### config.mk
export PLATFORM = sky130hd
export DESIGN_NAME = execute_stage
export DESIGN_NICKNAME = d
export VERILOG_FILES = /design/src/rtl/execute_stage.sv
export SDC_FILE = /design/constraint.sdc
export NUM_CORES = 1
export LEC_CHECK = 0
export BUFFER_PORTS_ARGS = -buffer_cell sky130_fd_sc_hd__buf_2
export CELL_PAD_IN_SITES_DETAIL_PLACEMENT = 0
export CELL_PAD_IN_SITES_GLOBAL_PLACEMENT = 1
export CORE_MARGIN = 1.5
export CORE_UTILIZATION = 39
export CTS_CLUSTER_SIZE = 14
export DETAILED_ROUTE_END_ITERATION = 7
export MAX_ROUTING_LAYER = met4
export PLACE_DENSITY = 0.82
export SYNTH_ARGS = -nofsm -noshare
export SYNTH_HDL_FRONTEND = slang
export SYNTH_SLANG_ARGS = --single-unit
export TNS_END_PERCENT = 10
### constraint.sdc
create_clock -name clk -period 5.9 [get_ports clk]
set_input_delay 0.59 -clock clk [delete_from_list [all_inputs] [get_ports clk]]
set_output_delay 0.59 -clock clk [all_outputs]
set_load 0.02 [all_outputs]
### src/rtl/execute_stage.sv
// rtl/execute_stage.sv - Y86-64 execute stage: ALU, condition codes, branch/cmov condition, E/M pipeline register
//
// Ports:
//   clk, rst                      rising-edge clock, synchronous active-high reset
//   E_stat/E_icode/E_ifun         decoded instruction from the E register
//   E_valC/E_valA/E_valB          immediate and operand values
//   E_dstE/E_dstM                 destination register IDs (4'hF = none)
//   m_stat/W_stat                 downstream status; an exception there blocks the flag update
//   M_bubble                      loads a NOP bubble into the M register
//   e_valE/e_dstE/e_Cnd           combinational forwarding outputs
//   cc                            registered {ZF,SF,OF}
//   M_*                           registered E/M pipeline register

module execute_stage (
    input  logic        clk,
    input  logic        rst,
    input  logic [3:0]  E_stat,
    input  logic [3:0]  E_icode,
    input  logic [3:0]  E_ifun,
    input  logic [63:0] E_valC,
    input  logic [63:0] E_valA,
    input  logic [63:0] E_valB,
    input  logic [3:0]  E_dstE,
    input  logic [3:0]  E_dstM,
    input  logic [3:0]  m_stat,
    input  logic [3:0]  W_stat,
    input  logic        M_bubble,
    output logic [63:0] e_valE,
    output logic [3:0]  e_dstE,
    output logic        e_Cnd,
    output logic [2:0]  cc,
    output logic [3:0]  M_stat,
    output logic [3:0]  M_icode,
    output logic [3:0]  M_dstE,
    output logic [3:0]  M_dstM,
    output logic        M_Cnd,
    output logic [63:0] M_valE,
    output logic [63:0] M_valA
);

    localparam logic [3:0] I_NOP    = 4'h1;
    localparam logic [3:0] I_CMOVXX = 4'h2;
    localparam logic [3:0] I_IRMOVQ = 4'h3;
    localparam logic [3:0] I_RMMOVQ = 4'h4;
    localparam logic [3:0] I_MRMOVQ = 4'h5;
    localparam logic [3:0] I_OPQ    = 4'h6;
    localparam logic [3:0] I_CALL   = 4'h8;
    localparam logic [3:0] I_RET    = 4'h9;
    localparam logic [3:0] I_PUSHQ  = 4'hA;
    localparam logic [3:0] I_POPQ   = 4'hB;

    localparam logic [3:0] S_AOK = 4'h1;
    localparam logic [3:0] S_HLT = 4'h2;
    localparam logic [3:0] S_ADR = 4'h3;
    localparam logic [3:0] S_INS = 4'h4;

    localparam logic [3:0] RNONE = 4'hF;

    localparam logic [3:0] A_ADD = 4'h0;
    localparam logic [3:0] A_SUB = 4'h1;
    localparam logic [3:0] A_AND = 4'h2;
    localparam logic [3:0] A_XOR = 4'h3;

    logic [63:0] alu_a;
    logic [63:0] alu_b;
    logic [3:0]  alufun;
    logic        new_zf;
    logic        new_sf;
    logic        new_of;
    logic        set_cc;
    logic        m_err;
    logic        w_err;
    logic        zf;
    logic        sf;
    logic        of;

    always_comb begin
        alu_a = 64'd0;
        case (E_icode)
            I_CMOVXX, I_OPQ:                alu_a = E_valA;
            I_IRMOVQ, I_RMMOVQ, I_MRMOVQ:   alu_a = E_valC;
            I_CALL, I_PUSHQ:                alu_a = 64'hFFFF_FFFF_FFFF_FFF8;
            I_RET, I_POPQ:                  alu_a = 64'd8;
            default:                        alu_a = 64'd0;
        endcase
    end

    always_comb begin
        alu_b = 64'd0;
        case (E_icode)
            I_RMMOVQ, I_MRMOVQ, I_OPQ, I_CALL, I_PUSHQ, I_RET, I_POPQ: alu_b = E_valB;
            default:                                                    alu_b = 64'd0;
        endcase
    end

    assign alufun = (E_icode == I_OPQ) ? E_ifun : A_ADD;

    always_comb begin
        e_valE = 64'd0;
        new_of = 1'b0;
        case (alufun)
            A_ADD: begin
                e_valE = alu_b + alu_a;
                new_of = (alu_a[63] == alu_b[63]) && (e_valE[63] != alu_a[63]);
            end
            A_SUB: begin
                e_valE = alu_b - alu_a;
                new_of = (alu_a[63] != alu_b[63]) && (e_valE[63] != alu_b[63]);
            end
            A_AND:   e_valE = alu_b & alu_a;
            A_XOR:   e_valE = alu_b ^ alu_a;
            default: e_valE = 64'd0;
        endcase
    end

    assign new_zf = (e_valE == 64'd0);
    assign new_sf = e_valE[63];

    // An exception already further down the pipe must not let a younger OPQ change the flags.
    assign m_err  = (m_stat == S_HLT) || (m_stat == S_ADR) || (m_stat == S_INS);
    assign w_err  = (W_stat == S_HLT) || (W_stat == S_ADR) || (W_stat == S_INS);
    assign set_cc = (E_icode == I_OPQ) && !m_err && !w_err;

    always_ff @(posedge clk) begin
        if (rst) begin
            cc <= 3'b100;
        end else if (set_cc) begin
            cc <= {new_zf, new_sf, new_of};
        end
    end

    // Conditions read the committed flags, never the flags being produced this cycle.
    assign zf = cc[2];
    assign sf = cc[1];
    assign of = cc[0];

    always_comb begin
        e_Cnd = 1'b0;
        case (E_ifun)
            4'h0:    e_Cnd = 1'b1;
            4'h1:    e_Cnd = (sf ^ of) | zf;
            4'h2:    e_Cnd = sf ^ of;
            4'h3:    e_Cnd = zf;
            4'h4:    e_Cnd = ~zf;
            4'h5:    e_Cnd = ~(sf ^ of);
            4'h6:    e_Cnd = ~(sf ^ of) & ~zf;
            default: e_Cnd = 1'b0;
        endcase
    end

    // A conditional move that is not taken writes nowhere.
    assign e_dstE = ((E_icode == I_CMOVXX) && !e_Cnd) ? RNONE : E_dstE;

    always_ff @(posedge clk) begin
        if (rst || M_bubble) begin
            M_stat  <= S_AOK;
            M_icode <= I_NOP;
            M_dstE  <= RNONE;
            M_dstM  <= RNONE;
            M_Cnd   <= 1'b0;
            M_valE  <= 64'd0;
            M_valA  <= 64'd0;
        end else begin
            M_stat  <= E_stat;
            M_icode <= E_icode;
            M_dstE  <= e_dstE;
            M_dstM  <= E_dstM;
            M_Cnd   <= e_Cnd;
            M_valE  <= e_valE;
            M_valA  <= E_valA;
        end
    end

endmodule

======== Word level (Yosys, flattened, before mapping) ========
Index checks and enable logic that the tools add are counted.
word-level totals
  flip-flop bits (word level) ............. 148
  output and inout port bits .............. 217
operators by class
  $add $sub $neg .......................... 2
  equal/unequal tests ..................... 28
  mux-type cells .......................... 7
  bitwise operators ....................... 7
  reductions and logical operators ........ 21
operators by type and width
  operator            number
  $pmux 64 s4         2
  $add 64x64->64      1
  $and 64x64->64      1
  $logic_not 64->1    1
  $mux 64             1
  $sub 64x64->64      1
  $xor 64x64->64      1
  $eq 4x2->1 const B  10
  $eq 4x3->1 const B  8
  $eq 4x4->1 const B  4
  $eq 4x1->1 const B  2
  $logic_not 4->1     2
  $mux 4              2
  $pmux 1 s7          1
  $reduce_or 7->1     1
  $reduce_or 2->1     3
  $logic_and 1x1->1   5
  $logic_or 1x1->1    5
  $logic_not 1->1     3
  $ne 1x1->1          3
  $reduce_or 3->1     1
  $not 1->1           2
  $pmux 1 s2          1
  $and 1x1->1         1
  3 further kinds     3

======== Logic depth before layout (Yosys ltp) ========
Gate-level depths: netlist (run 1).
  depth in word-level cells ............... 7
  mapped depth ............................ 23
  depth with buffers taken out ............ 20

======== Worst setup path before layout (run 1) ========
OpenSTA, ideal clock, no wires.
  path kind ............................... input-to-output
  start point ............................. in E_icode[3]
  end point ............................... out e_valE[62]
  arrival ................................. 4.874 ns
  required time ........................... 5.310 ns
  setup slack ............................. 0.436 ns
  cell stages on the path ................. 21
  cell sequence ........................... buf_4 nor2b_4 nor2b_1 buf_2 clkbuf_1 buf_1 a221oi_1 ha_1 buf_6 or3_4 buf_6 or3_4 nor3_2 inv_1 a211oi_2 o21ai_2 a2111oi_4 or2_1 a21oi_1 xnor2_1 o2111ai_1
between the ends
  cells in the longest elaborated chain, start to end .. 5
  elaborated cells on any way between the ends .. 26
  classes of those cells .................. add/sub (2); eq/ne (12); mux (4); bitwise (2); reduce/logical (6)
ends and longest elaborated chain
  element                                        line    text
  start: declaration                             18      input logic [3:0] E_icode,
  $eq 4x3->1, or another cell as far along       79, 90
  $reduce_or 3->1, or another cell as far along  79      case (E_icode)
  $pmux 64 s4 / $mux 64 (equally long branches)  79, 90
  $sub 64x64->64, or another cell as far along   107     e_valE = alu_b - alu_a;
  $pmux 64 s4 (*)                                101     case (alufun)
  end: declaration                               28      output logic [63:0] e_valE,
Mark *: on every way between the ends. The rest lies on a longest branch, timed or not.

======== Worst setup path in the final report (run 1) ========
  start point ............................. in E_icode[0]
  end point ............................... out e_valE[60]
Same word-level chain as after synthesis.

==> impl_summary.md, run 1 <==
Finish
The area taken by multi-input logic gates is 12300 um2. The most common library cell in the layout ignoring fill and taps is buf_2. The area added between synthesis and finish is 35.6%. The sequential cells in the finished layout cover a total of roughly 3000 um2.

In the layout the commonest cells are 439 x buf_2, 333 x buf_4, 212 x a21oi_1, 197 x nor2_1, 178 x and2_1. The final layout contains roughly 3300 nets. The final cell utilization of the core is a little over half. Once layout is complete, the cells apart from fillers number between 3000 and 4000. In the final layout, the share of cells above drive strength 1 is 31.6%. The fill cell instance count of the final layout is approximately 4100.

Clocking
After clock tree synthesis, the clock-pin slew on the worst setup and hold paths is about 0.070 ns. The clock root buffer is clkbuf_16. Post-CTS timing repair inserted 0 buffers for setup. The tree built by TritonCTS fans out to around 150 sinks. The cts-stage hold buffer count is 0. The clock network latency to the later pin of the worst-skew pair is approximately 0.5 ns.

The deepest clock path buffer count is 2. Post-CTS repair changed the size of 8 cells. The clock tree from TritonCTS is built. TritonCTS created 17 clock buffers. In this run the number of H-tree levels came out at 4.

Logic synthesis
The netlist area before placement is ~16000 um2. In the synthesized netlist the async set-or-reset flop fraction comes to 0%. After Yosys synthesis, full adders, half adders and majority gates account for 10.6% of the synthesized area. After Yosys synthesis, XOR and XNOR cells account for roughly 2.0% of the synthesized area.

Each instance of the synthesized netlist takes up on average 7.21 um2. The number of unique standard cell types used by synthesis is 105. The prevailing post-synth register cell is dfxtp_1. The number of cells produced by synthesis is about 2300. The simple-gate area share of the yosys netlist is 27.1%. The number of enable flip-flop cells after synthesis is 0. Synthesis produced a netlist with a net count of between 2000 and 3000.

The compound-cell area share of the yosys netlist is roughly 33%. The combinational family with the most area after synthesis is compound AO/OA/AOI/OAI gates. The mux contribution to synthesized area is between 1 and 1.5%. The number of synthesized register bits is ~150. Sequential elements use ~18% of the synthesized area. Yosys printed 0 warnings.

Detailed routing
The wire length on met1 is 36800 um. The via-per-instance ratio is ~6. The antenna violation net count after detailed routing is 0.

The top layer reached by signal wires is met4. After detailed routing, the average wire length per cell comes to approximately 25 um. The routed length on met2 is about 39000 um. The detailed router finished its first iteration with approximately 2200 violations. The first detailed-routing pass ran for 8 iterations. The final layout contains routed wiring with a total length of 86200 um.

The total via count after detailed routing is 21100. The routed design uses 7400 um of met3 wire. The final routed DRC violation total is 0.

Timing
The normalized max-slew margin is 30.4%. Between clock sinks in the finished design, the worst skew comes to roughly 0.0026 ns. The achievable frequency is 168 MHz.

The summed negative setup slack over all endpoints is -0.0784 ns. The hold violation count in the final report came to 0. Setup repair after global routing could not meet its margin everywhere. Across all setup checks in the final design, the least slack found is -0.0535 ns. The number of slew-limit violations in the final report is 0.

The total setup violations reported at the end of the flow is 2. The post-route fraction of the period consumed by the critical path is 101%. The slew at the pin closest to its max-slew limit is about 1.0 ns. The time the final worst path needs with I/O delays and setup is just under 6 ns.

Placed design
The minimum setup slack after placement is -0.0282 ns. The count of buffers added on input and output ports is about 440. In this run, placement finished with an instance count of ~3400.

The HPWL reported at the end of detailed placement is around 69000 um. The last weighted congestion value of the routability-driven placer is around 1.1.

Global route
For this run, the total global-route usage over all layers was measured as ~40%. Entering global routing, the biggest net connects 59 pins. The first global-routing pass estimated approximately 130000 um of wire. The via count of the first global-routing pass is 20400. After global routing the overflow that remains totals 0. The initial antenna violation count is 4.

Floorplan
The die area is 42900 um2. The die height is ~210 um. During I/O placement, the number of pins put on the boundary was between 400 and 500. The area inside the core boundary is 40900 um2. The initial core utilization is about two fifths. The row count is 74. The die width is between 200 and 250 um.

Setup path
The launching point of the worst reg2reg path is cc[0]. The worst register-to-register path ends at M_dstE[1]. Across all register-to-register paths, the minimum setup slack is about 3.4 ns. The arrival time of the worst setup path is between 5 and 6 ns.

STA classifies the critical path startpoint as an input port. The startpoint-to-endpoint class of the critical path is in2out. Walking the worst path, the cells encountered are buf_2 -> nand2_1 -> mux2_2 -> nor2_4 -> buf_12 -> buf_4 -> a221oi_1 -> ha_1 -> or3_4 -> or3_4 -> or3_1 -> o221ai_2 -> a31oi_2 -> buf_4 -> o211ai_4 -> and3_1 -> nor3b_1 -> o21ai_0 -> nand2_1 -> buf_2. The kind of end point of the critical path is an output pin. For this run, the slowest stage of the critical path takes 0.45 ns. On the critical path, the stage with the largest delay is an instance of or3_4.

Tracing the worst setup path back leads to its startpoint at E_icode[0]. The number of cells on the worst reg-to-reg path is 7. The worst-path maximum fanout is 23. STA puts the critical path data required time at around 5.3 ns.

Status
The flow ran to the end, but the final reports show violations. The final reports fail on negative setup slack.

Pwr
The total leakage power is ~11 nW. The peak supply drop is roughly 0.21 mV. The ratio of total power to cell area is ~220 nW/um2.

Hold path
In this run the worst hold path is classified as in2reg. The cell depth of the worst hold path is 2. The hold path endpoint is M_dstM[1]. The worst hold path begins at E_dstM[1].

Run
The tool flagged a number of max-cap violations equal to 0.
## logic make-up after synthesis
logic type / Yosys count
XOR/XNOR: 37
adder cells (fa/ha/maj): 136
AO/OA/AOI/OAI: 765
flip-flops: 148
AND/OR/NAND/NOR: 843
multiplexers: 23
buffers and inverters: 302
## critical path, delay by kind of cell
kind,cells,cell delay [ns]
AO/OA/AOI/OAI,5,1.08
adder cells (fa/ha/maj),1,0.38
buffers and inverters,5,1.03
multiplexers,1,0.29
AND/OR/NAND/NOR,8,1.94
## synth_stat cells, types with 12 or more instances
library cell | instances | share of area, %
a211oi_1 | 25 | 1.2
a21boi_0 | 12 | 0.55
a21o_1 | 28 | 1.3
a21oi_1 | 216 | 6.7
a221o_1 | 14 | 0.86
a221oi_1 | 74 | 4.0
a31oi_1 | 21 | 0.81
and2_1 | 178 | 6.9
and3_1 | 17 | 0.65
buf_2 | 22 | 0.68
clkbuf_1 | 104 | 2.4
dfxtp_1 | 148 | 18
ha_1 | 133 | 10
inv_1 | 153 | 3.5
mux2i_1 | 15 | 0.92
nand2_1 | 145 | 3.4
nand2b_1 | 17 | 0.65
nand3_1 | 46 | 1.4
nand4_1 | 38 | 1.5
nor2_1 | 203 | 4.7
nor2b_1 | 23 | 0.89
nor3_1 | 53 | 1.6
nor4_1 | 35 | 1.3
o211ai_1 | 23 | 1.1
o21a_1 | 14 | 0.65
o21ai_0 | 108 | 3.3
o21bai_1 | 30 | 1.4
o221ai_1 | 12 | 0.65
o22ai_1 | 14 | 0.54
o31ai_1 | 31 | 1.4
or2_2 | 19 | 0.73
or3_1 | 26 | 1.0
xnor2_1 | 32 | 1.7
## worst max-delay path by stage
stage | to | slack [ns] | cells past startpoint
after CTS | e_valE[58] | 0.01 | 23
after detailed placement | e_valE[60] | -0.03 | 23
after global routing | e_valE[62] | -0.24 | 22
after floorplan | e_valE[62] | 0.44 | 21
after global placement | e_valE[57] | -0.07 | 25
final | e_valE[60] | -0.05 | 20
## sequential cells by signal, indices dropped and copies added, names as in the netlist
| signal | cells |
|---|---|
| M_valA | 64 |
| M_valE | 64 |
| M_dstE | 4 |
| M_dstM | 4 |
| M_icode | 4 |
| M_stat | 4 |
| cc | 3 |
| M_Cnd | 1 |
## power breakdown
part | switching (W) | total (W) | internal (W)
clock network | 0.000565 | 0.00116 | 0.000599
logic | 0.00162 | 0.00260 | 0.000988
registers | 0.0000146 | 0.00107 | 0.00105
## area by class of cell
type                       count  area share, %
multi-input combinational   1804           55.8
timing repair buffer         783           22.3
sequential                   148           13.4
tap                          532           3.02
inverter                     157           2.68
clock buffer                  17           1.93
clock inverter                15          0.761
antenna                        4         0.0454
## routing by layer
layer  global-route usage [%]  vias to the layer above
li1                         -                     9588
met1                     51.3                    10100
met2                     62.1                     1219
met3                     6.53                      204
met4                     15.9                        0
met5                        -                        -
## metrics by stage
stage          hold slack, ns  area [um2]  total power (W)
2_1_floorplan           0.606       16200          0.00247
3_3_place_gp            0.542       21200          0.00359
3_5_place_dp            0.577       21200          0.00359
4_1_cts                 0.239       21900          0.00477
5_1_grt                 0.259       22000          0.00504
6_report                0.269       22000          0.00483
Power figures use the tool's default switching activity.
==> run 2: changes to the inputs <==
--- a/config.mk
+++ b/config.mk
@@ -8,10 +8,11 @@
 export BUFFER_PORTS_ARGS = -buffer_cell sky130_fd_sc_hd__buf_2
 export CELL_PAD_IN_SITES_DETAIL_PLACEMENT = 0
 export CELL_PAD_IN_SITES_GLOBAL_PLACEMENT = 1
-export CORE_MARGIN = 1.5
+export CORE_MARGIN = 4
 export CORE_UTILIZATION = 39
 export CTS_CLUSTER_SIZE = 14
 export DETAILED_ROUTE_END_ITERATION = 7
+export GPL_TIMING_DRIVEN = 1
 export MAX_ROUTING_LAYER = met4
 export PLACE_DENSITY = 0.82
 export SYNTH_ARGS = -nofsm -noshare
==> run 2 against run 1 <==
The run now ends clean. Utilization grew 1.2 points. Via count increased by 1.5%. Die area up 4.9%. Flip-flop and latch count stayed put. Combinational power grew 3%. Final cell count increased by 0.69%. Count of clock-buffer cells in the layout up 3. Wire length grew 1.5%. Largest cell class unchanged.
==> impl_summary.md, run 2 (synthesized netlist as in run 1, its figures left out) <==
Placed design
The minimum setup slack after placement came to -0.225 ns (was -0.0282 ns). The last weighted congestion value of the routability-driven placer came to 1.06 (about the same). The number of buffers inserted by port buffering is 439 (unchanged). The HPWL reported at the end of detailed placement is 70100 um (was 69400 um).

Clocking
The clock transition at the registers of the reported paths is 0.06 ns (was 0.07 ns). The clock root buffer is clkbuf_16 (unchanged). The deepest clock path buffer count came to 2 (unchanged). The number of H-tree levels is 4 (unchanged). The clock tree from TritonCTS was built (unchanged). The clock network latency to the later pin of the worst-skew pair is 0.51 ns (was 0.50 ns). The number of buffers added by the clock tree synthesis step was 17 (unchanged). The total number of clock tree sinks is 148 (unchanged).

Setup path
The data required time at the worst endpoint is 5.31 ns (about the same). The number of cells on the worst reg-to-reg path is 8 (was 7). The kind of launch point of the worst setup path is an input port (unchanged).

The arrival time of the worst setup path is 5.22 ns (was 5.36 ns). The startpoint-to-endpoint class of the critical path is in2out (unchanged). The kind of end point of the critical path is an output pin (unchanged). The reg-to-reg endpoint is M_dstE[0] (was M_dstE[1]). The launching point of the worst reg2reg path is cc[1] (was cc[0]).

The worst reg-to-reg setup slack is 4.02 ns (was 3.44 ns). The worst-path maximum fanout is 10 (was 23).

Global route
The initial antenna violation count was 4 (unchanged). The global-route wire length before repair came to 126000 um (was 127000 um). The via count of the first global-routing pass is 20200 (was 20400). The largest net degree at the start of global routing is 60 (was 59).

The total grt overflow is 0 (unchanged). The global routing usage summed across all routing layers is 37.6% (was 39.9%).

Floorplan
The area inside the core boundary came to 41000 um2 (was 40900 um2). The I/O pin count is 440 (unchanged). The die width was 212 um (was 207 um). The die area is 45000 um2 (was 42900 um2). The die height came to 212 um (was 207 um).

The row count is 74 (unchanged). The initial core utilization was 39.6% (was 39.7%).

Pwr
The ratio of total power to cell area came to 218 nW/um2 (was 219 nW/um2). The total leakage power is 10.9 nW (was 10.7 nW). The peak supply drop is 0.225 mV (was 0.209 mV).

Timing
The slew at the pin closest to its max-slew limit is 1.04 ns (about the same). The time the final worst path needs with I/O delays and setup was 5.81 ns (was 5.95 ns). The clock skew after layout was 0.00997 ns (was 0.00264 ns). The post-route worst setup slack is 0.0888 ns (was -0.0535 ns). The normalized max-slew margin is 30.9% (was 30.4%). The number of slew-limit violations in the final report was 0 (unchanged).

Setup repair after global routing missed its margin: true (unchanged). The post-route fraction of the period consumed by the critical path is 98.5% (was 101%). The total setup violations reported at the end of the flow was 0 (was 2). The achievable frequency was 172 MHz (was 168 MHz).

The hold violation count in the final report is 0 (unchanged).

Detailed routing
The antenna violation net count after detailed routing is 0 (unchanged). The first-pass detailed-route iteration total was 6 (was 8). The final routed DRC violation total is 0 (unchanged).

The via-per-instance ratio is 6.15 (was 6.10). The total via count after detailed routing is 21400 (was 21100). The total length of routed wires is 87400 um (was 86200 um).

The count of routing violations after the opening detailed-route iteration is 2256 (was 2231). The wire length per cell after detailed routing is 25.1 um (was 24.9 um).

Finish
The fill cell instance count of the final layout came to 4000 (was 4145). The area added between synthesis and finish is 39.0% (was 35.6%). The flip-flop and latch area is 2960 um2 (unchanged). The final net count came to 3297 (was 3269). Registers with the most flip-flops: M_valA: 64 flops, M_valE: 64 flops (unchanged). The area taken by multi-input logic gates is 12600 um2 (was 12300 um2). The most common library cell in the layout ignoring fill and taps is buf_2 (unchanged). The fraction of layout cells with a size suffix above 1 is 33.5% (was 31.6%).

Top library cells by usage in the layout, fill and taps aside: 435 x buf_2, 361 x buf_4, 207 x a21oi_1, 199 x nor2_1, 177 x and2_1 (was 439 x buf_2, 333 x buf_4, 212 x a21oi_1, 197 x nor2_1, 178 x and2_1). The final cell utilization of the core came to 55.0% (was 53.8%).

Hold path
The hold path endpoint was M_dstM[0] (was M_dstM[1]). The cell depth of the worst hold path is 2 (unchanged). The startpoint of the tightest hold check path is E_dstM[0] (was E_dstM[1]). The worst min-delay path class is in2reg (unchanged).

Status
Outcome: completed (was complete, but fails checks).

Run
The number of violations of the max-capacitance limit came to 0 (unchanged).
-- run 2: changes by cell type in the layout (fill, tap and decap cells not counted), moves of 4 or more --
cell / delta
buf_2: -4
nor3_2: +4
a21oi_1: -5
nor3_1: -5
buf_4: +28
a221oi_1: -12
a21oi_2: +5
a221oi_2: +10
o21ai_0: -4
-- run 2: how the worst max path moves through the flow --
stage                           from    endpoint  slack (ns)  depth (start not counted)
after global routing      E_icode[0]  e_valE[63]       -0.09                         23
after global placement    E_icode[1]       cc[2]       -0.33                         25
after CTS                 E_icode[1]  e_valE[54]       -0.05                         22
after floorplan           E_icode[3]  e_valE[62]        0.44                         21
after detailed placement  E_icode[1]       cc[2]       -0.23                         26
final                     E_icode[2]  e_valE[63]        0.09                         22
-- run 2: through the flow --
| stage | area, um2 | total power [W] | hold WS (ns) | cells | TNS (ns) |
|---|---|---|---|---|---|
| after floorplan | 16200 | 0.00247 | 0.606 | 2254 | 0 |
| after global placement | 21300 | 0.00359 | 0.571 | 3435 | -0.354 |
| after detailed placement | 21300 | 0.00360 | 0.588 | 3435 | -0.647 |
| after CTS | 22000 | 0.00481 | 0.237 | 3468 | -0.0677 |
| after global routing | 22600 | 0.00513 | 0.273 | 3484 | -0.175 |
| final | 22600 | 0.00492 | 0.270 | 3484 | 0 |
-- run 2: power breakdown --
part / internal (W) / leakage [nW] / switching, W / total [W]
sequential: 0.00105 / 1.21 / 0.0000130 / 0.00107
clock: 0.000685 / 0.293 / 0.000505 / 0.00119
combinational: 0.00103 / 9.37 / 0.00164 / 0.00267
total: 0.00277 / 10.9 / 0.00216 / 0.00492
-- run 2: repair_timing --
item	in CTS	in global routing
buffers inserted	2	13
pin swaps	2	28
resized for setup	11	85
hold buffers	0	0
setup endpoints to repair	8	24
cloned	0	2
-- run 2: layout make-up --
type | instances | area share (%)
repair buffers | 811 | 22.9
inverters | 157 | 2.61
well taps | 532 | 2.95
flip-flops and latches | 148 | 13.1
clock buffers | 20 | 2.02
clock inverters | 11 | 0.665
multi-input cells | 1804 | 55.7
diodes | 1 | 0.0111
-- run 2: per-layer routing --
layer  wire length (um)  part of all wire (%)  global-route usage, %  vias up
met5                  0                     0                      -        -
li1                   -                     -                      -     9650
met2              39500                    45                   58.9     1257
met1              36900                    42                   49.4    10300
met3               7630                   8.7                   5.14      206
met4               3430                   3.9                   14.4        0
-- run 2: worst max-delay path, cell delays in order --
cell	delay, ns
clkbuf_4	0.17
mux2_4	0.33
nor2_4	0.14
buf_12	0.15
buf_12	0.14
buf_4	0.20
a221oi_1	0.13
ha_1	0.34
buf_4	0.21
nor2b_2	0.07
nor4b_2	0.30
a22oi_1	0.15
maj3_2	0.37
o31ai_2	0.27
o21a_1	0.21
o221ai_1	0.14
buf_4	0.17
a31o_1	0.20
a311oi_1	0.29
a41oi_1	0.08
a211o_1	0.38
buf_2	0.19
==> run 3: changes to the inputs <==
==> constraint.sdc (replaced) <==
create_clock -name clk -period 5.9 [get_ports clk]
set_input_delay 1.475 -clock clk [delete_from_list [all_inputs] [get_ports clk]]
set_output_delay 1.475 -clock clk [all_outputs]
set_load 0.02 [all_outputs]
==> run 3 against run 2 <==
The run now ends with negative setup slack left. Wire length up 7.3%. Count of clock-buffer cells in the layout is 2 lower. Setup slack got worse by 1.6 ns. Maximum frequency fell by 22%. Register-to-register slack got worse by 0.29 ns.
==> impl_summary.md, run 3 (synthesized netlist as in run 1, its figures left out) <==
Setup path
The kind of launch point of the worst setup path is an input port (unchanged). The reg-to-reg endpoint was M_dstE[0] (unchanged). The kind of end point of the critical path is an output pin (unchanged).

The worst-path maximum fanout was 15 (was 10). The startpoint-to-endpoint class of the critical path is in2out (unchanged). The arrival time of the worst setup path is 5.94 ns (was 5.22 ns). The number of cells on the worst reg-to-reg path is 8 (unchanged).

The launching point of the worst reg2reg path is cc[0] (was cc[1]). The worst reg-to-reg setup slack was 3.73 ns (was 4.02 ns). The worst setup path endpoint is e_valE[54] (was e_valE[63]). The origin of the worst setup path is E_icode[3] (was E_icode[2]). The data required time at the worst endpoint is 4.43 ns (was 5.31 ns).

Hold path
The worst min-delay path class is reg2reg (was in2reg). The cell depth of the worst hold path is 2 (unchanged).

Clocking
The number of H-tree levels came to 4 (unchanged). The total number of clock tree sinks is 148 (unchanged). The cts-stage hold buffer count came to 0 (unchanged). The deepest clock path buffer count is 2 (unchanged).

The number of buffers added by the clock tree synthesis step was 17 (unchanged). The clock tree from TritonCTS is built (unchanged). The clock transition at the registers of the reported paths came to 0.07 ns (was 0.06 ns). The clock root buffer is clkbuf_16 (unchanged).

The clock network latency to the later pin of the worst-skew pair is 0.49 ns (was 0.51 ns).

Status
The final reports fail on negative setup slack. Outcome: complete, but fails checks (was completed).

Placed design
The number of buffers inserted by port buffering came to 439 (unchanged). The HPWL reported at the end of detailed placement is 76000 um (was 70100 um). The last weighted congestion value of the routability-driven placer was 1.11 (was 1.06).

Timing
The normalized max-slew margin is 25.9% (was 30.9%). The achievable frequency is 135 MHz (was 172 MHz). The time the final worst path needs with I/O delays and setup is 7.42 ns (was 5.81 ns).

The clock skew after layout is 0.00383 ns (was 0.00997 ns). The post-route worst setup slack was -1.52 ns (was 0.0888 ns). The slew at the pin closest to its max-slew limit is 1.11 ns (was 1.04 ns). The post-route fraction of the period consumed by the critical path was 126% (was 98.5%). The hold violation count in the final report is 0 (unchanged). The number of slew-limit violations in the final report came to 0 (unchanged).

Setup repair after global routing missed its margin: true (unchanged). The total setup violations reported at the end of the flow is 60 (was 0).

Detailed routing
The count of routing violations after the opening detailed-route iteration is 2437 (was 2256). The total via count after detailed routing was 23300 (was 21400). The first-pass detailed-route iteration total is 8 (was 6). The final routed DRC violation total was 0 (unchanged). The via-per-instance ratio is 5.92 (was 6.15).

The wire length per cell after detailed routing is 23.9 um (was 25.1 um). The total length of routed wires is 93800 um (was 87400 um). The antenna violation net count after detailed routing is 0 (unchanged).

Global route
The global-route wire length before repair came to 137000 um (was 126000 um). The total grt overflow was 0 (unchanged). The initial antenna violation count was 4 (unchanged). The global routing usage summed across all routing layers is 41.1% (was 37.6%). The via count of the first global-routing pass is 22700 (was 20200). The largest net degree at the start of global routing came to 73 (was 60).

Pwr
The power consumption was 0.00535 W (was 0.00492 W). The clock network fraction of design power came to 21.1% (was 24.2%). The internal power is 0.00302 W (was 0.00277 W).

The peak supply drop was 0.223 mV (was 0.225 mV). The combinational share of power is 59.0% (was 54.2%). The ratio of total power to cell area is 203 nW/um2 (was 218 nW/um2). The fraction of power consumed by sequential logic is 20.0% (was 21.6%). The share of total power consumed by net switching came to 43.6% (was 43.8%). The total leakage power was 13.2 nW (was 10.9 nW). The switching component of the power is 0.00233 W (was 0.00216 W).

Floorplan
The die area is 45000 um2 (unchanged). The I/O pin count is 440 (unchanged). The area inside the core boundary came to 41000 um2 (unchanged). The die height is 212 um (unchanged). The row count is 74 (unchanged). The die width is 212 um (unchanged). The initial core utilization is 39.6% (unchanged).

Run
The number of violations of the max-capacitance limit was 0 (unchanged).

Finish
Top library cells by usage in the layout, fill and taps aside: 797 x buf_4, 431 x buf_2, 191 x a21oi_1, 191 x nor2_1, 177 x and2_1 (was 435 x buf_2, 361 x buf_4, 207 x a21oi_1, 199 x nor2_1, 177 x and2_1). Registers with the most flip-flops: M_valA: 64 flops, M_valE: 64 flops (unchanged). The final net count is 3740 (was 3297). The fraction of layout cells with a size suffix above 1 was 44.2% (was 33.5%). The most common library cell in the layout ignoring fill and taps is buf_4 (was buf_2).

The final cell utilization of the core is 64.3% (was 55.0%). The area added between synthesis and finish is 62.3% (was 39.0%).
==> run 3: cell count changes in the layout (fill, tap and decap cells not counted), moves of 5 or more <==
cell	previous run	this run
buf_4	361	797
a21oi_1	207	191
a21oi_2	9	19
nor2_1	199	191
nor2_2	1	9
buf_6	2	9
a21oi_4	0	6
nor4_1	32	26
o21ai_0	103	97
buf_12	10	15
nor3_2	8	3
o31ai_1	29	24
==> run 3: final cells by class <==
cell class                      count  area, um2
Antenna cell                        2       5.00
Clock buffer                       18        429
Clock inverter                     14        141
Fill cell                        3704      14600
Inverter                          157        589
Multi-Input combinational cell   1804      13000
Sequential cell                   148       2960
Tap cell                          532        666
Timing Repair Buffer             1254       8580
==> run 3: worst min-delay path by stage <==
| stage | slack (ns) | to | start |
|---|---|---|---|
| 2_1_floorplan | 0.61 | cc[1] | cc[1] |
| 3_3_place_gp | 0.55 | cc[0] | cc[0] |
| 3_5_place_dp | 0.56 | cc[0] | cc[0] |
| 4_1_cts | 0.57 | cc[0] | cc[0] |
| 5_1_grt | 0.61 | cc[1] | cc[1] |
| 6_report | 0.58 | cc[0] | cc[0] |
==> run 3: what timing repair did <==
item | 4_1_cts | 5_1_grt
cloned | 1 | 0
endpoints found under the setup margin | 61 | 64
buffers inserted | 17 | 2
resized for setup | 140 | 38
pin swaps | 36 | 9
==> run 3: power by group through the flow <==
stage          combinational (W)  sequential [W]  clock [W]
3_5_place_dp             0.00294         0.00109          0
4_1_cts                  0.00305         0.00107    0.00114
6_report                 0.00316         0.00107    0.00113
2_1_floorplan            0.00134         0.00116          0
3_3_place_gp             0.00291         0.00109          0
5_1_grt                  0.00333         0.00107    0.00117
==> run 3: layer usage <==
metal  GRT usage, %  wire [um]  vias up
li1               -          -    10500
met1           51.0      37900    11100
met2           64.5      41900     1355
met3           7.76       9010      281
met4           19.4       4970        0
met5              -          0        -
==> run 3: worst max-delay path, cell delays in order <==
cell and delay, ns:
buf_4 0.16, nor2b_4 0.14, nor2b_4 0.16, buf_12 0.14, buf_12 0.15, buf_4 0.15
a221oi_1 0.55, ha_1 0.27, inv_1 0.10, buf_4 0.15, a21oi_1 0.22, nor2_1 0.06
nor2_1 0.09, nor2_1 0.05, nor4_1 0.76, a2111oi_4 0.20, or2_4 0.31, a221o_1 0.36
a21oi_2 0.23, inv_2 0.04, buf_2 0.16
==> run 3: stage by stage <==
step	setup TNS (ns)	setup WS, ns	area (um2)	hold slack (ns)	instances
6_report	-58.39	-1.52	26400	0.579	3929
5_1_grt	-68.99	-1.62	26400	0.612	3929
4_1_cts	-53.82	-1.38	26200	0.572	3925
3_5_place_dp	-73.86	-1.67	24800	0.557	3875
3_3_place_gp	-69.21	-1.66	24800	0.550	3875
2_1_floorplan	-24.28	-0.933	16500	0.606	2254
